==> src/rtl/bp_fe_queue_buffer_if.sv <==
// Handshake bundle between the front end, the speculative FE queue buffer and the back end.
//
// Signal directions are named from the buffer's point of view (_i = into the buffer,
// _o = out of the buffer):
//   fe_queue_i / fe_queue_v_i / fe_queue_ready_o : enqueue channel from the front end
//   fe_queue_o / fe_queue_v_o / fe_queue_yumi_i  : read channel to the back end
//   clr_v_i                                      : flush all entries
//   deq_v_i                                      : commit the oldest read entry
//   roll_v_i                                     : rewind reads to the commit point
//   count_o                                      : occupancy including read-uncommitted entries
//
// Modports:
//   slave  : the buffer itself
//   master : the environment (front end + back end) that drives the buffer
interface bp_fe_queue_buffer_if #(
  parameter int unsigned entry_width_p = 128,
  parameter int unsigned els_p         = 8
);
  localparam int unsigned count_width_lp = $clog2(els_p + 1);

  logic [entry_width_p-1:0]  fe_queue_i;
  logic                      fe_queue_v_i;
  logic                      fe_queue_ready_o;
  logic [entry_width_p-1:0]  fe_queue_o;
  logic                      fe_queue_v_o;
  logic                      fe_queue_yumi_i;
  logic                      clr_v_i;
  logic                      deq_v_i;
  logic                      roll_v_i;
  logic [count_width_lp-1:0] count_o;

  modport slave (
    input  fe_queue_i,
    input  fe_queue_v_i,
    output fe_queue_ready_o,
    output fe_queue_o,
    output fe_queue_v_o,
    input  fe_queue_yumi_i,
    input  clr_v_i,
    input  deq_v_i,
    input  roll_v_i,
    output count_o
  );

  modport master (
    output fe_queue_i,
    output fe_queue_v_i,
    input  fe_queue_ready_o,
    input  fe_queue_o,
    input  fe_queue_v_o,
    output fe_queue_yumi_i,
    output clr_v_i,
    output deq_v_i,
    output roll_v_i,
    input  count_o
  );
endinterface

==> src/rtl/bp_fe_queue_buffer.sv <==
// Speculative FIFO between the front-end fetch output and the back-end issue stage.
//
// Messages enqueued by the front end are presented oldest-first to the back end. An entry
// read by the back end (yumi) stays in the buffer until it is committed (deq), so a rollback
// can replay every read-but-uncommitted entry. A flush (clr) discards everything.
//
// Ports:
//   clk_i     : clock, all state updates on the rising edge
//   reset_n_i : synchronous active-low reset, highest priority
//   fe_if     : slave side of bp_fe_queue_buffer_if (enqueue, read, commit, roll, flush, count)
//
// Three pointers carry one extra wrap bit so full and empty are distinguishable:
//   cptr_q <= rptr_q <= wptr_q (modulo 2*els_p)
module bp_fe_queue_buffer #(
  parameter int unsigned entry_width_p = 128,
  parameter int unsigned els_p         = 8
) (
  input logic                clk_i,
  input logic                reset_n_i,
  bp_fe_queue_buffer_if.slave fe_if
);

  localparam int unsigned ptr_width_lp   = $clog2(els_p) + 1;
  localparam int unsigned count_width_lp = $clog2(els_p + 1);
  localparam int unsigned idx_width_lp   = ptr_width_lp - 1;

  typedef logic [ptr_width_lp-1:0] ptr_t;

  localparam ptr_t PtrOne  = ptr_t'(1);
  localparam ptr_t PtrFull = ptr_t'(els_p);

  // Storage, intentionally not reset: validity is tracked by the pointers alone.
  logic [entry_width_p-1:0] mem_q [els_p];

  ptr_t wptr_q, wptr_d;
  ptr_t rptr_q, rptr_d;
  ptr_t cptr_q, cptr_d;

  ptr_t occupancy;
  logic full;
  logic enq_en;

  // Status is derived from registers only; a same-cycle deq does not open up space.
  assign occupancy = wptr_q - cptr_q;
  assign full      = (occupancy == PtrFull);
  assign enq_en    = fe_if.fe_queue_v_i & ~full;

  assign fe_if.fe_queue_ready_o = ~full;
  assign fe_if.fe_queue_v_o     = (rptr_q != wptr_q);
  assign fe_if.count_o          = count_width_lp'(occupancy);

  // No bypass: the output only ever shows what is already stored.
  always_comb begin
    fe_if.fe_queue_o = '0;
    if (fe_if.fe_queue_v_o) begin
      fe_if.fe_queue_o = mem_q[rptr_q[idx_width_lp-1:0]];
    end
  end

  always_comb begin
    wptr_d = wptr_q;
    cptr_d = cptr_q;
    rptr_d = rptr_q;
    if (fe_if.clr_v_i) begin
      wptr_d = '0;
      cptr_d = '0;
      rptr_d = '0;
    end else begin
      if (enq_en) begin
        wptr_d = wptr_q + PtrOne;
      end
      if (fe_if.deq_v_i) begin
        cptr_d = cptr_q + PtrOne;
      end
      // Roll targets the post-deq commit point and overrides a same-cycle yumi.
      if (fe_if.roll_v_i) begin
        rptr_d = cptr_d;
      end else if (fe_if.fe_queue_yumi_i) begin
        rptr_d = rptr_q + PtrOne;
      end
    end
  end

  always_ff @(posedge clk_i) begin
    if (!reset_n_i) begin
      wptr_q <= '0;
      rptr_q <= '0;
      cptr_q <= '0;
    end else begin
      wptr_q <= wptr_d;
      rptr_q <= rptr_d;
      cptr_q <= cptr_d;
    end
  end

  // A flushed or reset enqueue never lands in storage.
  always_ff @(posedge clk_i) begin
    if (reset_n_i && enq_en && !fe_if.clr_v_i) begin
      mem_q[wptr_q[idx_width_lp-1:0]] <= fe_if.fe_queue_i;
    end
  end

  // Protocol checks on the environment.
  always_ff @(posedge clk_i) begin
    if (reset_n_i && !fe_if.clr_v_i) begin
      assert (!(fe_if.deq_v_i && (cptr_q == rptr_q)))
        else $error("bp_fe_queue_buffer: deq with no read-uncommitted entry");
      assert (!(fe_if.fe_queue_v_i && full))
        else $error("bp_fe_queue_buffer: enqueue while full");
    end
  end

endmodule

==> src/flat_wrapper.sv <==
// flat-port wrapper written by rule: the top's interface ports become plain ports
module bp_fe_queue_buffer_flat 
#(
  parameter int unsigned entry_width_p = 128,
  parameter int unsigned els_p         = 8
)
  (clk_i, reset_n_i, fe_if_fe_queue_i, fe_if_fe_queue_v_i, fe_if_fe_queue_ready_o, fe_if_fe_queue_o, fe_if_fe_queue_v_o, fe_if_fe_queue_yumi_i, fe_if_clr_v_i, fe_if_deq_v_i, fe_if_roll_v_i, fe_if_count_o);
  bp_fe_queue_buffer_if #(.entry_width_p(entry_width_p), .els_p(els_p)) fe_if_i ();
  input logic clk_i;
  input logic reset_n_i;
  input wire logic [$bits(fe_if_i.fe_queue_i)-1:0] fe_if_fe_queue_i;
  input wire logic [$bits(fe_if_i.fe_queue_v_i)-1:0] fe_if_fe_queue_v_i;
  output wire logic [$bits(fe_if_i.fe_queue_ready_o)-1:0] fe_if_fe_queue_ready_o;
  output wire logic [$bits(fe_if_i.fe_queue_o)-1:0] fe_if_fe_queue_o;
  output wire logic [$bits(fe_if_i.fe_queue_v_o)-1:0] fe_if_fe_queue_v_o;
  input wire logic [$bits(fe_if_i.fe_queue_yumi_i)-1:0] fe_if_fe_queue_yumi_i;
  input wire logic [$bits(fe_if_i.clr_v_i)-1:0] fe_if_clr_v_i;
  input wire logic [$bits(fe_if_i.deq_v_i)-1:0] fe_if_deq_v_i;
  input wire logic [$bits(fe_if_i.roll_v_i)-1:0] fe_if_roll_v_i;
  output wire logic [$bits(fe_if_i.count_o)-1:0] fe_if_count_o;
  assign fe_if_i.fe_queue_i = fe_if_fe_queue_i;
  assign fe_if_i.fe_queue_v_i = fe_if_fe_queue_v_i;
  assign fe_if_fe_queue_ready_o = fe_if_i.fe_queue_ready_o;
  assign fe_if_fe_queue_o = fe_if_i.fe_queue_o;
  assign fe_if_fe_queue_v_o = fe_if_i.fe_queue_v_o;
  assign fe_if_i.fe_queue_yumi_i = fe_if_fe_queue_yumi_i;
  assign fe_if_i.clr_v_i = fe_if_clr_v_i;
  assign fe_if_i.deq_v_i = fe_if_deq_v_i;
  assign fe_if_i.roll_v_i = fe_if_roll_v_i;
  assign fe_if_count_o = fe_if_i.count_o;
  bp_fe_queue_buffer #(.entry_width_p(entry_width_p), .els_p(els_p)) u_core (.clk_i(clk_i), .reset_n_i(reset_n_i), .fe_if(fe_if_i));
endmodule
==> config.mk <==
export PLATFORM = sky130hd
export DESIGN_NAME = bp_fe_queue_buffer_flat
export DESIGN_NICKNAME = d
export VERILOG_FILES = /design/src/rtl/bp_fe_queue_buffer_if.sv /design/src/rtl/bp_fe_queue_buffer.sv /design/src/flat_wrapper.sv
export SDC_FILE = /design/constraint.sdc
export NUM_CORES = 1
export LEC_CHECK = 0
export CAP_MARGIN = 10
export CORE_AREA = 2 2 263 265
export CTS_CLUSTER_DIAMETER = 50
export DETAILED_ROUTE_END_ITERATION = 6
export DIE_AREA = 0 0 265 267
export PLACE_DENSITY = 0.78
export REMOVE_ABC_BUFFERS = 1
export SLEW_MARGIN = 25
export SYNTH_ARGS = -nofsm -noshare
export SYNTH_HDL_FRONTEND = slang
export SYNTH_SLANG_ARGS = --single-unit
==> constraint.sdc <==
create_clock -name clk_i -period 17.3 [get_ports clk_i]
set_input_delay 3.46 -clock clk_i [delete_from_list [all_inputs] [get_ports clk_i]]
set_output_delay 3.46 -clock clk_i [all_outputs]
set_load 0.02 [all_outputs]
==> results.ini, run 1 <==
[route]
viasPerCell=6.055
final_antenna_net_count=0
wl_um=79680
vias=18260
wl_per_cell_um=26.43
firstDrtPassIters=5
drc=0
detail_route.iter0.violations=1597

[sta]
hold_violations=0
report.final.slew_viol_count=0
tns_ps=0
rsz0062_at_grt=false
setup_violations=0
fin_crit_ps=7513
finalHoldWorstSlack_ps=560.7
fmax_mhz=133.1
tightest_slew_ps=1041
skew_ps=19.20
fin_crit_sh_pct=43.43
relSlewSlack_pct=30.59

[cts]
clock-sinks=1039
cts_max_level=3
cts_buffer_depth=3
cts_buffers=106
insertion_delay_ps=650
clock-root-buffer=clkbuf_16
cts_resized=0
cts_tree=built
hold_buffers=0
clk_pin_slew_worst_paths_ps=60
post_cts_buffers=0

[final_layout]
area_growth_pct=17.32
nets=2180
multi_input_area_um2=8142
final_util_pct=68.71
layout_common_cells=1024 x edfxtp_1, 268 x clkdlybuf4s50_1, 256 x mux4_2
n_fill_cell=4056
drive_above_1_share_pct=21.40
seq_area_um2=31060
final_common_cell=edfxtp_1

[synthesis]
ys_async_sr_fraction_pct=0
dominantRegCellSynth=edfxtp_1
yosysWarnings=0
synth.distinct_cells=39
synth_enable_flop_cells=1024
syn_avg_cell_area_um2=23.10
synth.ff_latch_count=1039
syn_inst=1724
netlist_area_um2=39820
ys_seq_area_share_pct=77.98

[global_route]
grt_antenna_before_repair=18
grt_pass1_wl_um=120200
grt_usage_pct=22.95
grt_pass1_vias=19670
overflow=0
grt_max_degree=156

[power]
p_per_area_nw_per_um2=112.7
leakage_nw=14.18
irDropWorstVdd_mv=0.07477

[critical_path]
path_max_fanout=62
worst-setup-path-type=flip-flop to output pin
required_ps=13840
start_kind=flip-flop
crit_arrival_ps=4050
cp-end-kind=output pin

[floorplanning]
chipWidth_um=265
io_pins=269
start_util_pct=58.57
fp.coreArea_um2=67990
die_h_um=267
num_rows=96
die_area_um2=70760

[placement]
port_buffers=268
gp_congestion=0.7440
place_hpwl_um=41320

[worst_hold_path]
hold_path.class=flip-flop to flip-flop

[job]
cap_violations=0

[outcome]
status=completed

==> stage by stage <==
step | setup slack, ps | cell area, um^2 | cells | power, mW
after floorplan | 2036 | 39150 | 1635 | 3.040
after global placement | 9371 | 43270 | 2809 | 3.151
after detailed placement | 9366 | 43290 | 2810 | 3.160
after CTS | 9739 | 46640 | 3006 | 5.301
after global routing | 9470 | 46710 | 3013 | 5.424
final | 9787 | 46710 | 3015 | 5.265
==> cell type report <==
type,instances,share of cell area [%]
clock inverter,64,1.136
clock buffer,132,6.021
inverter,7,0.05625
multi-input combinational,589,17.43
antenna,7,0.03750
tap,882,2.362
sequential,1039,66.49
timing repair buffer,295,6.466
==> per-layer routing <==
metal,track usage (%),part of all wire [%],routed length (um)
met5,0,0.19,149
met4,6.031,1.6,1263
met3,4.936,6.7,5310
met2,38.44,51,40550
met1,31.16,41,32400
==> report_power, final <==
group,switching (mW),internal (mW),total [mW]
Clock,0.913,1.25,2.16
Combinational,0.171,0.147,0.318
Sequential,0.00715,2.78,2.79
Total,1.09,4.17,5.27
==> worst max-delay path, stage by stage (launching register included) <==
cell,delay (ps)
dfxtp_4,700
buf_12,310
buf_12,370
buf_16,420
mux4_2,590
mux2i_1,190
nor2_1,110
clkdlybuf4s50_1,590
==> cells by family after synthesis <==
logic type / after synthesis / share of synthesized area (%)
flops: 1039 / 77.98
mux: 386 / 17.75
simple gates: 170 / 1.772
buf+inv: 96 / 1.735
compound gates: 13 / 0.2388
xor+xnor: 13 / 0.2860
fa+ha+maj: 7 / 0.2388
==> worst paths after layout <==
kind	startpoint	endpoint	slack (ps)	cells after the start
setup / recovery	flip-flop	fe_if_fe_queue_o[107]	9790	7
hold / removal	u_core.wptr_q[0]	u_core.wptr_q[0]	560	2
setup reg to reg	u_core.wptr_q[2]	u_core.mem_q[5][109]	12160	8
hold reg to reg	u_core.wptr_q[0]	u_core.wptr_q[0]	560	2
==> sequential cells by signal (all words and copies together) (netlist names), named ones only <==
name	flops
u_core.wptr_q	4
u_core.cptr_q	4
u_core.rptr_q	4
u_core.mem_q	1024
==> synthesized netlist by cell type, types with 3 or more instances <==
library cell  instances  area [um^2]
a21oi_1               3        15.01
buf_2                50        250.2
buf_4                 3        22.52
buf_6                17        191.4
buf_8                10        150.1
clkbuf_1              7        26.28
dfxtp_1              15        300.3
edfxtp_1           1024        30750
ha_1                  6        75.07
inv_1                 6        22.52
mux2i_1             130         1301
mux4_2              256         5766
nand2_1               9        33.78
nand2b_1              3        18.77
nand4_1               5        31.28
nor2_1              141        529.3
xnor2_1               4        35.03
xor2_1                9        78.83
Note: power is estimated with default switching activity, not from simulation.
==> run 2, diff against run 1 <==
==> constraint.sdc (replaced) <==
create_clock -name clk_i -period 7.5 [get_ports clk_i]
set_input_delay 1.5 -clock clk_i [delete_from_list [all_inputs] [get_ports clk_i]]
set_output_delay 1.5 -clock clk_i [all_outputs]
set_load 0.02 [all_outputs]
==> results.ini, run 2 (same netlist as run 1, synthesis figures left out) <==
[floorplanning]
die_area_um2=70760  ; unchanged
io_pins=269  ; unchanged
die_h_um=267  ; unchanged
start_util_pct=58.57  ; unchanged
chipWidth_um=265  ; unchanged
num_rows=96  ; unchanged
fp.coreArea_um2=67990  ; unchanged

[power]
leakage_nw=14.20  ; +0.17%
pwr-share-clk_pct=41.7  ; +0.7 points
power.internal_mw=9.690  ; +130%
p_per_area_nw_per_um2=261.9  ; +130%
p_seq_share_pct=52.4  ; -0.5 points
pwr-share-comb_pct=5.9  ; about the same
swShare_pct=21.00  ; +0.27 points
irDropWorstVdd_mv=0.1914  ; +160%
p_switching_mw=2.575  ; +140%

[route]
vias=18350  ; +0.49%
detail_route.iter0.violations=1688  ; +5.7%
final_antenna_net_count=0  ; unchanged
wl_per_cell_um=26.65  ; +0.86%
drc=0  ; unchanged
viasPerCell=6.089  ; +0.56%
wl_um=80310  ; +0.79%
firstDrtPassIters=5  ; unchanged

[sta]
finalHoldWorstSlack_ps=556.6  ; -4.109 ps
setup_violations=0  ; unchanged
tightest_slew_ps=1039  ; -2.278 ps
report.final.slew_viol_count=0  ; unchanged
hold_violations=0  ; unchanged
rsz0062_at_grt=false
relSlewSlack_pct=30.75  ; +0.15 points
fin_crit_sh_pct=64.08
skew_ps=18.45  ; -0.7463 ps
fmax_mhz=208.1
fin_crit_ps=4806

[cts]
clock-root-buffer=clkbuf_16
cts_max_level=3  ; unchanged
hold_buffers=0  ; unchanged
cts_buffers=105  ; -0.94%
cts_tree=built
clk_pin_slew_worst_paths_ps=60  ; about the same
cts_resized=0  ; unchanged
cts_buffer_depth=3  ; unchanged
insertion_delay_ps=660  ; about the same
post_cts_buffers=0  ; unchanged
clock-sinks=1039  ; unchanged

[worst_hold_path]
hold_path.class=flip-flop to flip-flop

[final_layout]
final_common_cell=edfxtp_1
nets=2180  ; unchanged
area_growth_pct=17.60
drive_above_1_share_pct=21.98  ; +0.57 points
largest_reg_flops=1024  ; unchanged
layout_common_cells=1024 x edfxtp_1, 268 x clkdlybuf4s50_1, 256 x mux4_2
final_cells=3013  ; -0.066%

[critical_path]
path_max_fanout=72  ; +16%
required_ps=6000  ; -7840 ps
reg2reg_depth=11  ; +3
crit_arrival_ps=3310  ; -740 ps
rr_startpoint=u_core.wptr_q[0]
worst-setup-path-type=flip-flop to output pin
rr_endpoint=u_core.mem_q[7][111]
reg2reg_slack_ps=3680  ; -8480 ps
cp-end-kind=output pin
startpoint=u_core.wptr_q[1]
start_kind=flip-flop
crit_end=fe_if_fe_queue_o[23]

[global_route]
met2_usage_pct=38.06  ; -0.38 points
use_met3_pct=5.167  ; +0.23 points
grt_pass1_wl_um=120300  ; about the same
overflow=0  ; unchanged
grt-busiest-layer=met2
grt_max_degree=129  ; -17%
grt_usage_pct=23.06  ; +0.11 points
grt_use_met1_pct=31.46  ; +0.30 points
grt_pass1_vias=19340  ; -1.7%
grt_antenna_before_repair=17  ; -1

[placement]
port_buffers=268  ; unchanged
gp_congestion=0.7543  ; +1.4%
place_hpwl_um=40870  ; -1.1%
placed_cells=2813  ; +0.11%

[outcome]
status=completed

[job]
cap_violations=0  ; unchanged

run 2: cell types whose count changed in the layout (fill, tap and decap cells not counted), moves of 3 or more:
| cell | delta |
|---|---|
| buf_12 | +5 |
| clkbuf_1 | -6 |
| clkinv_1 | -7 |
| clkinv_2 | -3 |
| clkinv_4 | +6 |
| clkinvlp_4 | +6 |
run 2: cell type report:
class                   count  area [um^2]
diodes                      6        15.01
clock buffers             126         2779
clock inverters            68        651.9
fillers                  4052        21160
inverters                   7        26.28
multi-input cells         589         8142
flip-flops and latches   1039        31060
well taps                 882         1104
repair buffers            296         3047
run 2: worst min-delay path by stage:
stage                                  end  cells past startpoint  slack, ps        startpoint
after floorplan           u_core.wptr_q[0]                      2        490  u_core.wptr_q[0]
after global placement    u_core.wptr_q[0]                      2        530  u_core.wptr_q[0]
after detailed placement  u_core.wptr_q[0]                      2        550  u_core.wptr_q[0]
after CTS                 u_core.wptr_q[0]                      2        560  u_core.wptr_q[0]
after global routing      u_core.wptr_q[0]                      2        590  u_core.wptr_q[0]
final                     u_core.wptr_q[0]                      2        560  u_core.wptr_q[0]
run 2: critical path: stages, from the launching register on:
cell	delay, ps
dfxtp_1	640
xor2_1	180
nor4_4	290
buf_4	650
nor2_1	170
clkdlybuf4s50_1	580
run 2: power by group through the flow:
stage               Combinational (mW)  Clock, mW  Sequential [mW]
detailed placement               0.729          0             6.55
global route                     0.776       5.43             6.42
floorplan                        0.419          0             6.59
finish                           0.726       5.12             6.42
global placement                 0.710          0             6.54
CTS                              0.735       5.21             6.42
run 2: per-stage QoR:
step	util, %	power (mW)	instance area, um^2	setup slack [ps]	TNS [ps]
floorplan	-	7.013	39150	-5804	-1617680
global placement	63.80	7.252	43380	2927	0
detailed placement	63.80	7.274	43380	2813	0
CTS	68.85	12.36	46810	2466	0
global route	68.87	12.63	46820	2526	0
finish	68.88	12.27	46820	2694	0
run 2: layer usage:
layer | vias up | routed length [um]
li1 | 7833 | -
met1 | 9675 | 32220
met2 | 680 | 40670
met3 | 135 | 5767
met4 | 22 | 1503
met5 | - | 155
